===== config.mk =====
export PLATFORM = sky130hd
export DESIGN_NAME = rob_wb_arbiter
export DESIGN_NICKNAME = d
export VERILOG_FILES = /design/src/rtl/rob_wb_arbiter.sv
export SDC_FILE = /design/constraint.sdc
export NUM_CORES = 1
export LEC_CHECK = 0
export ABC_AREA = 1
export CORE_ASPECT_RATIO = 0.75
export CORE_MARGIN = 2
export CORE_UTILIZATION = 42
export CTS_CLUSTER_SIZE = 28
export DETAILED_ROUTE_END_ITERATION = 8
export PLACE_DENSITY = 0.71
export SYNTH_ARGS = -nofsm -noshare
export SYNTH_HDL_FRONTEND = slang
export SYNTH_SLANG_ARGS = --single-unit

===== constraint.sdc =====
create_clock -name clk_i -period 4.9 [get_ports clk_i]
set_clock_uncertainty 0.1 [all_clocks]
set_input_delay 0.735 -clock clk_i [delete_from_list [all_inputs] [get_ports clk_i]]
set_output_delay 0.735 -clock clk_i [all_outputs]
set_load 0.02 [all_outputs]

===== src/rtl/rob_wb_arbiter.sv =====
// rob_wb_arbiter
// Shares the ROB's single writeback port between the out-of-order execution
// units (0 = ALU, 1 = LSU, 2 = branch). Each requester owns a one-entry
// holding buffer. A round-robin pointer picks one buffered completion per
// cycle, and that completion is driven to the ROB from a registered output
// stage. A flush discards everything that is buffered and silences the port,
// so no stale completion reaches a flushed ROB.

module rob_wb_arbiter #(
  parameter int NUM_REQ   = 3,
  parameter int ROB_IDX_W = 4
) (
  input  logic                           clk_i,
  input  logic                           rstn_i,
  input  logic                           flush_i,
  input  logic [NUM_REQ-1:0]             req_valid_i,
  output logic [NUM_REQ-1:0]             req_ready_o,
  input  logic [NUM_REQ*ROB_IDX_W-1:0]   req_rob_idx_i,
  input  logic [NUM_REQ*32-1:0]          req_result_i,
  input  logic [NUM_REQ*32-1:0]          req_new_pc_i,
  input  logic [NUM_REQ-1:0]             req_branch_taken_i,
  output logic                           valid_wb_o,
  output logic [ROB_IDX_W-1:0]           rob_entry_commit_o,
  output logic [31:0]                    result_o,
  output logic [31:0]                    new_pc_o,
  output logic                           branch_taken_o,
  output logic [$clog2(NUM_REQ+1)-1:0]   pending_o
);

  // Pointer width is kept at one bit or more, so a single-requester build
  // still elaborates.
  localparam int PTR_W = (NUM_REQ > 1) ? $clog2(NUM_REQ) : 1;
  localparam int CNT_W = $clog2(NUM_REQ + 1);

  // Holding buffers, one entry per requester
  logic [NUM_REQ-1:0]   r_buf_valid;
  logic [ROB_IDX_W-1:0] r_buf_idx    [NUM_REQ];
  logic [31:0]          r_buf_result [NUM_REQ];
  logic [31:0]          r_buf_new_pc [NUM_REQ];
  logic                 r_buf_taken  [NUM_REQ];

  // Round-robin pointer: the requester that is searched first
  logic [PTR_W-1:0]     r_rr_ptr;

  // Registered writeback stage
  logic                 r_valid_wb;
  logic [ROB_IDX_W-1:0] r_wb_idx;
  logic [31:0]          r_wb_result;
  logic [31:0]          r_wb_new_pc;
  logic                 r_wb_taken;
  logic [CNT_W-1:0]     r_pending;

  // Unpacked views of the flat request buses
  logic [ROB_IDX_W-1:0] w_in_idx    [NUM_REQ];
  logic [31:0]          w_in_result [NUM_REQ];
  logic [31:0]          w_in_new_pc [NUM_REQ];

  // Arbitration and next-state signals
  logic [PTR_W-1:0]     w_cand;
  logic                 w_grant_valid;
  logic [PTR_W-1:0]     w_grant_idx;
  logic [PTR_W-1:0]     w_rr_next;
  logic [NUM_REQ-1:0]   w_ready;
  logic [NUM_REQ-1:0]   w_accept;
  logic [NUM_REQ-1:0]   w_clear;
  logic [NUM_REQ-1:0]   w_buf_valid_nxt;
  logic [CNT_W-1:0]     w_pending_nxt;

  // Number of set bits in a requester mask
  function automatic logic [CNT_W-1:0] popcount(input logic [NUM_REQ-1:0] vec);
    logic [CNT_W-1:0] cnt;
    cnt = '0;
    for (int i = 0; i < NUM_REQ; i++) begin
      cnt = cnt + CNT_W'(vec[i]);
    end
    return cnt;
  endfunction

  // Slice the flat per-requester buses into arrays indexed by requester
  always_comb begin
    for (int i = 0; i < NUM_REQ; i++) begin
      w_in_idx[i]    = req_rob_idx_i[i*ROB_IDX_W +: ROB_IDX_W];
      w_in_result[i] = req_result_i[i*32 +: 32];
      w_in_new_pc[i] = req_new_pc_i[i*32 +: 32];
    end
  end

  // Ready depends only on buffer occupancy, flush and reset, never on
  // req_valid_i, so requesters can form valid from ready without a loop.
  always_comb begin
    for (int i = 0; i < NUM_REQ; i++) begin
      w_ready[i] = rstn_i && !flush_i && !r_buf_valid[i];
    end
  end

  assign req_ready_o = w_ready;

  // Round-robin search: scan from r_rr_ptr upward with wrap; the first
  // occupied buffer wins.
  always_comb begin
    w_cand        = '0;
    w_grant_valid = 1'b0;
    w_grant_idx   = '0;
    for (int k = 0; k < NUM_REQ; k++) begin
      w_cand = PTR_W'((32'(r_rr_ptr) + 32'(k)) % 32'(NUM_REQ));
      if (!w_grant_valid && r_buf_valid[w_cand]) begin
        w_grant_valid = 1'b1;
        w_grant_idx   = w_cand;
      end
    end
  end

  // After a grant, the pointer moves to the requester just past the winner
  always_comb begin
    w_rr_next = r_rr_ptr;
    if (w_grant_valid) begin
      if (w_grant_idx == PTR_W'(NUM_REQ - 1)) begin
        w_rr_next = '0;
      end else begin
        w_rr_next = w_grant_idx + PTR_W'(1);
      end
    end
  end

  // Buffer occupancy after this edge. A granted buffer is cleared, and an
  // accepted request sets its buffer. Both can never hit the same buffer in
  // one cycle, because a granted buffer is occupied and so shows not-ready.
  always_comb begin
    w_accept = req_valid_i & w_ready;
    w_clear  = '0;
    for (int i = 0; i < NUM_REQ; i++) begin
      w_clear[i] = w_grant_valid && (w_grant_idx == PTR_W'(i));
    end
    w_buf_valid_nxt = (r_buf_valid & ~w_clear) | w_accept;
    w_pending_nxt   = popcount(w_buf_valid_nxt);
  end

  // Buffer payloads load on accept. They carry no reset because r_buf_valid
  // qualifies every read of them.
  always_ff @(posedge clk_i) begin
    for (int i = 0; i < NUM_REQ; i++) begin
      if (w_accept[i]) begin
        r_buf_idx[i]    <= w_in_idx[i];
        r_buf_result[i] <= w_in_result[i];
        r_buf_new_pc[i] <= w_in_new_pc[i];
        r_buf_taken[i]  <= req_branch_taken_i[i];
      end
    end
  end

  // Occupancy, pointer and pending count. Reset comes first, then flush,
  // which drops every buffered completion and restarts the search at
  // requester 0.
  always_ff @(posedge clk_i) begin
    if (!rstn_i) begin
      r_buf_valid <= '0;
      r_rr_ptr    <= '0;
      r_pending   <= '0;
    end else if (flush_i) begin
      r_buf_valid <= '0;
      r_rr_ptr    <= '0;
      r_pending   <= '0;
    end else begin
      r_buf_valid <= w_buf_valid_nxt;
      r_rr_ptr    <= w_rr_next;
      r_pending   <= w_pending_nxt;
    end
  end

  // Writeback stage. The winner's fields are registered toward the ROB.
  // With no winner, the valid bit drops and the data fields hold their
  // previous values.
  always_ff @(posedge clk_i) begin
    if (!rstn_i) begin
      r_valid_wb  <= 1'b0;
      r_wb_idx    <= '0;
      r_wb_result <= '0;
      r_wb_new_pc <= '0;
      r_wb_taken  <= 1'b0;
    end else if (flush_i) begin
      r_valid_wb  <= 1'b0;
    end else if (w_grant_valid) begin
      r_valid_wb  <= 1'b1;
      r_wb_idx    <= r_buf_idx[w_grant_idx];
      r_wb_result <= r_buf_result[w_grant_idx];
      r_wb_new_pc <= r_buf_new_pc[w_grant_idx];
      r_wb_taken  <= r_buf_taken[w_grant_idx];
    end else begin
      r_valid_wb  <= 1'b0;
    end
  end

  assign valid_wb_o         = r_valid_wb;
  assign rob_entry_commit_o = r_wb_idx;
  assign result_o           = r_wb_result;
  assign new_pc_o           = r_wb_new_pc;
  assign branch_taken_o     = r_wb_taken;
  assign pending_o          = r_pending;

endmodule


-- Word-level counts from Yosys, hierarchy flattened
Memory sizes are Yosys's and may differ from the RTL's. A register that Yosys moved wholly into a read port is not among the register bits.
Cells that the tools add are included.
- flip-flop bits (word level): 8
- RAM bits: 207
- output and inout port bits: 75
- logic and storage cells: 69
- memories: 4
- $add $sub $neg: 5
- divide/modulo/power cells: 3
- magnitude comparators: 3
- equal/unequal tests: 2
- mux-type cells: 20
- bitwise operators: 6
- reduce and logical (&&, ||, !) cells: 22
- memory list (name ; words ; width ; read ports ; clocked after memory_dff ; wr ports ; RTL line ; text):
    r_buf_new_pc ; 3 ; 32 ; 1 ; 1 ; 3 ; 39 ; logic [31:0] r_buf_new_pc [NUM_REQ];
    r_buf_result ; 3 ; 32 ; 1 ; 1 ; 3 ; 38 ; logic [31:0] r_buf_result [NUM_REQ];
    r_buf_idx ; 3 ; 4 ; 1 ; 1 ; 3 ; 37 ; logic [ROB_IDX_W-1:0] r_buf_idx [NUM_REQ];
    r_buf_taken ; 3 ; 1 ; 1 ; 1 ; 3 ; 40 ; logic r_buf_taken [NUM_REQ];
- operators with widths (cell ; count):
    32-bit by 2-bit remainder unit with 32-bit output, second input constant ; 2
    2-bit by 2-bit remainder unit with 32-bit output, second input constant ; 1
    1-bit 2-to-1 mux ; 13
    1-bit logical NOT ; 10
    1-bit logical AND ; 9
    2-bit by 3-bit < comparator with 1-bit output, second input constant ; 3
    2-bit 2-to-1 mux ; 4
    3-bit AND ; 2
    1-bit binary-select mux with 2-bit select ; 3
    2-bit by 1-bit adder with 3-bit output, second input constant ; 1
    2-bit by 2-bit adder with 3-bit output, second input constant ; 1
    3-bit NOT ; 1
    3-bit OR ; 1
    1-bit by 1-bit adder with 2-bit output ; 1
    2-bit by 1-bit adder with 2-bit output ; 1
    2-bit by 1-bit adder with 2-bit output, second input constant ; 1
    2-bit by 1-bit equality test with 1-bit output, second input constant ; 1
    2-bit equality test, second input constant ; 1
    2-bit logical NOT ; 1
    1-bit NOT ; 2
    2-bit AND reduction ; 1
    2-bit OR reduction ; 1

-- Logic depth before layout (Yosys ltp)
Gate-level depths: netlist of run 1.
- depth after elaboration: 17
- mapped depth: 16
- gate-level depth less buffers: 15

-- Worst setup path before layout of run 1
Ideal clock, no wire load.
- path kind: input -> register
- start: in rstn_i
- end: reg r_pending[0], in the netlist pending_o[0]
- data arrival time: 3778 ps
- data required time: 4677 ps
- path slack: 899 ps
- stages: 8
- cell sequence: clkbuf_1 -> nand2_1 -> nor2_1 -> nand2_1 -> inv_1 -> a21oi_1 -> fa_1 -> nor2_1
- word-level cells in the longest chain between the ends: 6
- elaborated cells on any way between the ends: 10
- classes of those cells: add/sub: 2; bitwise: 3; reduce/logical: 5
- RTL lines (what ; RTL line ; text):
    from (decl) ; 14 ; input logic rstn_i,
    1-bit logical AND (2 in series) ; 92 ; w_ready[i] = rstn_i && !flush_i && !r_buf_valid[i];
    named net req_ready_o[0] ; 17 ; output logic [NUM_REQ-1:0] req_ready_o,
    3-bit AND ; 129 ; w_accept = req_valid_i & w_ready;
    named net w_accept[0] ; 64 ; logic [NUM_REQ-1:0] w_accept;
    3-bit OR ; 134 ; w_buf_valid_nxt = (r_buf_valid & ~w_clear) | w_accept;
    1-bit by 1-bit adder with 2-bit output ; 74 ; cnt = cnt + CNT_W'(vec[i]);
    2-bit by 1-bit adder with 2-bit output ; 74 ;
    to (signal assigned) ; 166 ; r_pending <= w_pending_nxt;
    to (decl) ; 51 ; logic [CNT_W-1:0] r_pending;
The timed path passes the listed nets, and every way through them passes these cells.
A chain may end at the register's enable or synchronous reset.

-- Worst setup path after layout of run 1
- start: reg r_rr_ptr[0]
- end: reg r_wb_result[2], in the netlist result_o[2] (read register of r_buf_result)
- word-level cells in the longest chain between the ends: 11
- elaborated cells on any way between the ends: 22
- classes of those cells: add/sub: 2; div: 3; mux: 12; reduce/logical: 5
- RTL lines (what ; RTL line ; text):
    from (decl) ; 43 ; logic [PTR_W-1:0] r_rr_ptr;
    from (signal assigned) ; 165 ; r_rr_ptr <= w_rr_next;
    parallel branches: the longest is 11 deep, another holds 32-bit by 2-bit remainder unit with 32-bit output ; n/a ;
    to (decl) ; 48 ; logic [31:0] r_wb_result;
Several ways; the timed one is not identified. The select of a mux whose other input is x is not followed.

==> run summary, run 1 <==
chip height: 144 um
CTS Hold Bufs: 0
P_leak: 5.54 nW
synthesized net count: 1201
starting density of the core: 42.5%
Yosys reg bits: 284
FFs w/ async S/R, synth: 0%
Max FO, Critical Path: 36
DP Wirelength: 18700 um
post-route ant nets: 0
DIE WIDTH: 190 um
post-DR vias/cell: 5.10
unrepaired setup endpoints after global routing: false
Initial DRC Count: 400
Min-Delay Path Class: flop to flop
Clock Latency Late Sink: 540 ps
Ports: 288
Max VDD drop: 0.259 mV
Slew HR: 30.7%
max-slew violations: 0
Clock Root Buffer: clkbuf_16
GRT Resource Usage Total: 22.4%
initial antenna violation count: 2
Post-CTS Setup Inserts: 0
combinational share of power: 11.8%
worst hold start: result_o[21]
number of global-route vias before repair: 8153
CP startpoint: r_rr_ptr[0]
Final WS setup: 1710 ps
Place WS: 1550 ps
diode count: 0
most common cell after layout, fill and taps aside: clkdlybuf4s50_1
commonest cells after routing, fill and taps aside: 286 x clkdlybuf4s50_1, 216 x nand3_1, 207 x edfxtp_1, 182 x nor2_1, 95 x nand2_1
Total Wirelength: 31100 um
Hold Violations, Final: 0
Max Freq: 314 MHz
GR Overflow Total: 0
Mapped Avg Cell Area: 11.1 um^2
worst reg2reg path startpoint: r_rr_ptr[0]
M1 wire length: 12700 um
met3 routed WL: 3250 um
Final setup viols: 0
YS warnings: 0
met2 wire len: 14600 um
switching pwr: 1.29 mW
Primary FF master, synth: edfxtp_1
Placed Area: 14100 um^2
Post-Synthesis Cell Area: 10900 um^2
post-CTS sizing: 0
Tmin final: 3190 ps
critical path type: flop to flop
row count: 51
Reg power frac: 48.9%
uppermost layer routed: met5
Post-synth EDFFs: 207
largest net degree at the start of global routing: 70
clock power share: 39.3%
Worst R2R Path Depth: 15
port bufs: 287
Reg clk slew, reported paths: 70 ps
Critical Path RT: 5230 ps
Power per Cell Area: 370 nW/um^2
nets@finish: 1470
Power Internal: 4.26 mW
clk sinks: 284
Worst Tran Pin Value: 1040 ps
core area: 25800 um^2
WP data arrival: 3510 ps
Final Cell Area: 15000 um^2
Vias: 8244
Distinct cells, synth: 23
# DRC: 0
clock buffer count from CTS: 28
switching part of the total: 23.2%
setup_tns: 0 ps
CTS tree: yes
fin crit share: 65.1%
Die Area: 27400 um^2
Longest Clk Path Bufs: 3
Final GP Congestion: 0.853
Synth Instances: 983
Area Growth Syn to Fin: 37.1%
Seq/Total Area, Yosys: 70.8%
share of cells above drive strength 1: 6.12%
H-tree Lvls: 1
max cap viols: 0
critical path endpoint category: flop
worst hold path depth: 2
first-pass iteration count of the detailed router: 7
first-pass GRT wire length: 46200 um
outcome: finished clean
crit start category: flop
Routed WL per cell: 19.2 um
==> power groups by stage <==
stage          sequential, mW  combinational [mW]  clock, mW
3_3_place_gp             2.76               0.646          0
5_1_grt                  2.72               0.710       2.32
4_1_cts                  2.71               0.658       2.23
6_report                 2.71               0.653       2.18
3_5_place_dp             2.76               0.655          0
2_1_floorplan            2.80               0.277          0
==> per-layer routing <==
metal	global-route usage, %	vias to the layer above
met4	6.24	4
met3	5.84	43
li1	-	3922
met1	29.3	3907
met5	0	-
met2	37.1	368
==> flip-flops by register name, summed over array words and instances, names as in the netlist <==
| register | flops |
|---|---|
| r_buf_result | 96 |
| branch_taken_o | 1 |
| r_buf_taken | 3 |
| new_pc_o | 32 |
| result_o | 32 |
| valid_wb_o | 1 |
| pending_o | 2 |
| rob_entry_commit_o | 4 |
| r_rr_ptr | 2 |
| r_buf_idx | 12 |
| r_buf_new_pc | 96 |
| r_buf_valid | 3 |
==> Yosys cell counts, types with 2 or more instances <==
cell      instances  area [um^2]
buf_4             3         22.5
nand2_2           3         18.8
edfxtp_1        207         6220
ha_1              4         50.1
buf_1             3         11.3
dfxtp_1          77         1540
buf_2            23          115
nand3_1         216         1080
buf_6             5         56.3
inv_1            51          191
nand2_4           3         33.8
a21oi_1          72          360
nor2_1          182          683
nand3_2           2         20.0
inv_2             6         22.5
clkbuf_1         25         93.8
nand2_1          95          357
==> worst paths after layout <==
kind / to / slack [ps]
setup / recovery: result_o[2] / 1710
hold / removal: result_o[21] / 400
setup reg to reg: result_o[2] / 1710
hold reg to reg: result_o[21] / 400
==> per-stage QoR <==
| stage | cells | hold WS, ps | utilization [%] | total power, mW |
|---|---|---|---|---|
| global placement | 1566 | 381 | 54.5 | 3.41 |
| detailed placement | 1566 | 388 | 54.5 | 3.42 |
| global route | 1618 | 424 | 58.2 | 5.74 |
| finish | 1618 | 401 | 58.2 | 5.55 |
| floorplan | 983 | 392 | - | 3.08 |
| CTS | 1618 | 403 | 58.2 | 5.60 |
==> cells by family (layout without fill, tap and decap cells) <==
group | count (synthesis) | count (layout) | share of synthesized area, %
adders and majority gates | 5 | 5 | 0.640
AOI/OAI and AO/OA | 74 | 74 | 3.49
buffers and inverters | 116 | 407 | 4.69
DFF | 284 | 284 | 70.8
and+or+nand+nor | 504 | 504 | 20.3
==> critical path, stage by stage (launching register included) <==
cell     delay, ps
dfxtp_1        390
inv_1           80
ha_1           350
inv_2          120
nand2_1         60
nand2_1        120
nand2_1         60
nand2_1         70
nor2_2          70
nand3_1        130
nand2_1         90
inv_2          580
buf_4          520
nand3_1        140
nor2_1         130
nor2_1          50
==> final cells by class <==
cell class / instances / area [um^2]
clock buffer: 43 / 881
clock inverter: 9 / 72.6
fill: 2147 / 10800
inverter: 57 / 218
multi-input combinational: 583 / 2700
sequential: 284 / 7760
tap: 344 / 430
timing repair buffer: 298 / 2950
No activity file was read; power rests on OpenSTA's default activity.
==> run 2: changes to the inputs <==
- PLACE_DENSITY: 0.71 -> 0.73
- clock period: 4.9 -> 2.64 ns (I/O delays scaled with it)
==> run 2 against run 1 <==
Against the previous run: wire length is 2.2% higher; maximum frequency is 30% higher; register-to-register slack worse by 1500 ps; die area stayed put; utilization is 0.87 points higher; count of clock-buffer cells in the layout is 3 higher; highest routed layer is now met4; setup slack worse by 1500 ps; via count is 1.2% higher.
==> run summary, run 2 (synthesis gave the netlist of run 1 again) <==
Hold Violations, Final: 0
share of cells above drive strength 1: 7.30%
Power per Cell Area: 668 nW/um^2
Worst R2R Path Depth: 13
Crit Reg-Reg Endpoint: pending_o[0]
Slew HR: 66.4%
port bufs: 287
Die Area: 27400 um^2
Vias: 8344
row count: 51
Regs by FF count: r_buf_new_pc (96), r_buf_result (96)
Max FO, Critical Path: 6
H-tree Lvls: 1
Worst Path Buf+Inv: 3
Min-Delay Path Class: input pin to flop
Critical Path RT: 2970 ps
GRT Resource Usage Total: 23.0%
Reg clk slew, reported paths: 60 ps
initial antenna violation count: 1
Clock Root Buffer: clkbuf_16
Area Growth Syn to Fin: 39.1%
max-slew violations: 0
most common cell after layout, fill and taps aside: clkdlybuf4s50_1
Final setup viols: 0
CP max-delay cell: fa_1
WP data arrival: 2790 ps
unrepaired setup endpoints after global routing: false
starting density of the core: 42.5%
Worst Tran Pin Value: 503 ps
critical path endpoint category: flop
Final GP Congestion: 0.841
Tmin final: 2460 ps
P_leak: 5.60 nW
DIE WIDTH: 190 um
CP cell instances: inv_1, ha_4, inv_2, nand3_1, inv_1, a21oi_4, nand3_2, nand2_4, nand2_4, nand3_2, a21oi_2, fa_1, nor2_1
fillcell total: 2103
post-DR vias/cell: 5.11
crit path to: pending_o[0]
crit start category: flop
# DRC: 0
Max VDD drop: 0.502 mV
critical path's top delay family: adder cells
largest net degree at the start of global routing: 70
CTS tree: yes
setup_tns: 0 ps
worst reg2reg path startpoint: r_rr_ptr[0]
Routed WL per cell: 19.5 um
DP Wirelength: 19200 um
outcome: finished clean
Clock Latency Late Sink: 540 ps
critical path type: flop to flop
number of global-route vias before repair: 8460
CP startpoint: r_rr_ptr[0]
nets@finish: 1485
clk sinks: 284
post-route ant nets: 0
Initial DRC Count: 508
CP Depth: 13
max cap viols: 0
overall power: 10.2 mW
Ports: 288
chip height: 144 um
core area: 25800 um^2
register-to-register setup slack: 180 ps
GR Overflow Total: 0
first-pass GRT wire length: 47700 um
fin crit share: 93.3%
Max Freq: 406 MHz
first-pass iteration count of the detailed router: 5
clock buffer count from CTS: 29
commonest cells after routing, fill and taps aside: 286 x clkdlybuf4s50_1, 215 x nand3_1, 207 x edfxtp_1, 181 x nor2_1, 93 x nand2_1
Longest Clk Path Bufs: 3
CTS Hold Bufs: 0
Crit path largest cell delay: 540 ps
Total Wirelength: 31800 um
[run 2: changes by cell type in the layout (fill, tap and decap cells not counted), sizes merged]
| cell | previous run | this run |
|---|---|---|
| diode | 0 | 1 |
| clkbuf | 43 | 46 |
| buf | 12 | 26 |
| clkinvlp | 1 | 3 |
| bufinv | 1 | 0 |
| clkinv | 10 | 5 |
[run 2: stage by stage]
step	instances	worst slack [ps]	util (%)	hold slack (ps)	cell area (um^2)
floorplan	983	-230	-	395	11000
global placement	1577	103	55.4	379	14300
detailed placement	1577	5.66	55.4	392	14300
CTS	1629	64.3	58.9	178	15200
global route	1632	5.64	59.1	193	15200
finish	1632	177	59.1	198	15200
[run 2: worst min path at each step]
stage	startpoint	end	slack (ps)	depth (start not counted)
global placement	result_o[4]	result_o[4]	380	2
global route	rstn_i	pending_o[1]	190	3
detailed placement	result_o[0]	result_o[0]	390	2
finish	rstn_i	pending_o[0]	200	3
CTS	rstn_i	pending_o[1]	180	3
floorplan	req_rob_idx_i[0]	r_buf_idx[0][0]	390	0
[run 2: cell type report]
type	count	area, um^2	area share, %
clock buffer	46	860	5.64
multi-input combinational	583	2730	17.9
inverter	57	225	1.48
sequential	284	7760	50.9
timing repair buffer	312	3190	21.0
clock inverter	5	32.5	0.214
tap	344	430	2.83
antenna	1	2.50	0.0164
[run 2: timing repair]
item	in CTS	in global routing
gates cloned	0	0
buffers inserted	1	2
gates resized for setup	1	5
pin swaps	1	3
endpoints found under the setup margin	1	17
[run 2: layer usage]
metal / global-route usage, % / wire length, um
met5: 0 / 0
met1: 28.6 / 12500
met3: 6.64 / 3380
met4: 5.55 / 648
met2: 39.8 / 15300
[run 2: tightest hold or removal path: stages]
cell and delay, ps:
buf_2 150, nand2_2 190, nor2_1 50
[run 2: power by group]
| part | switching, mW | leakage (nW) | internal [mW] | total (mW) |
|---|---|---|---|---|
| Clock | 1.64 | 0.439 | 2.21 | 3.86 |
| Combinational | 0.681 | 2.64 | 0.605 | 1.29 |
| Sequential | 0.0655 | 2.52 | 4.96 | 5.03 |
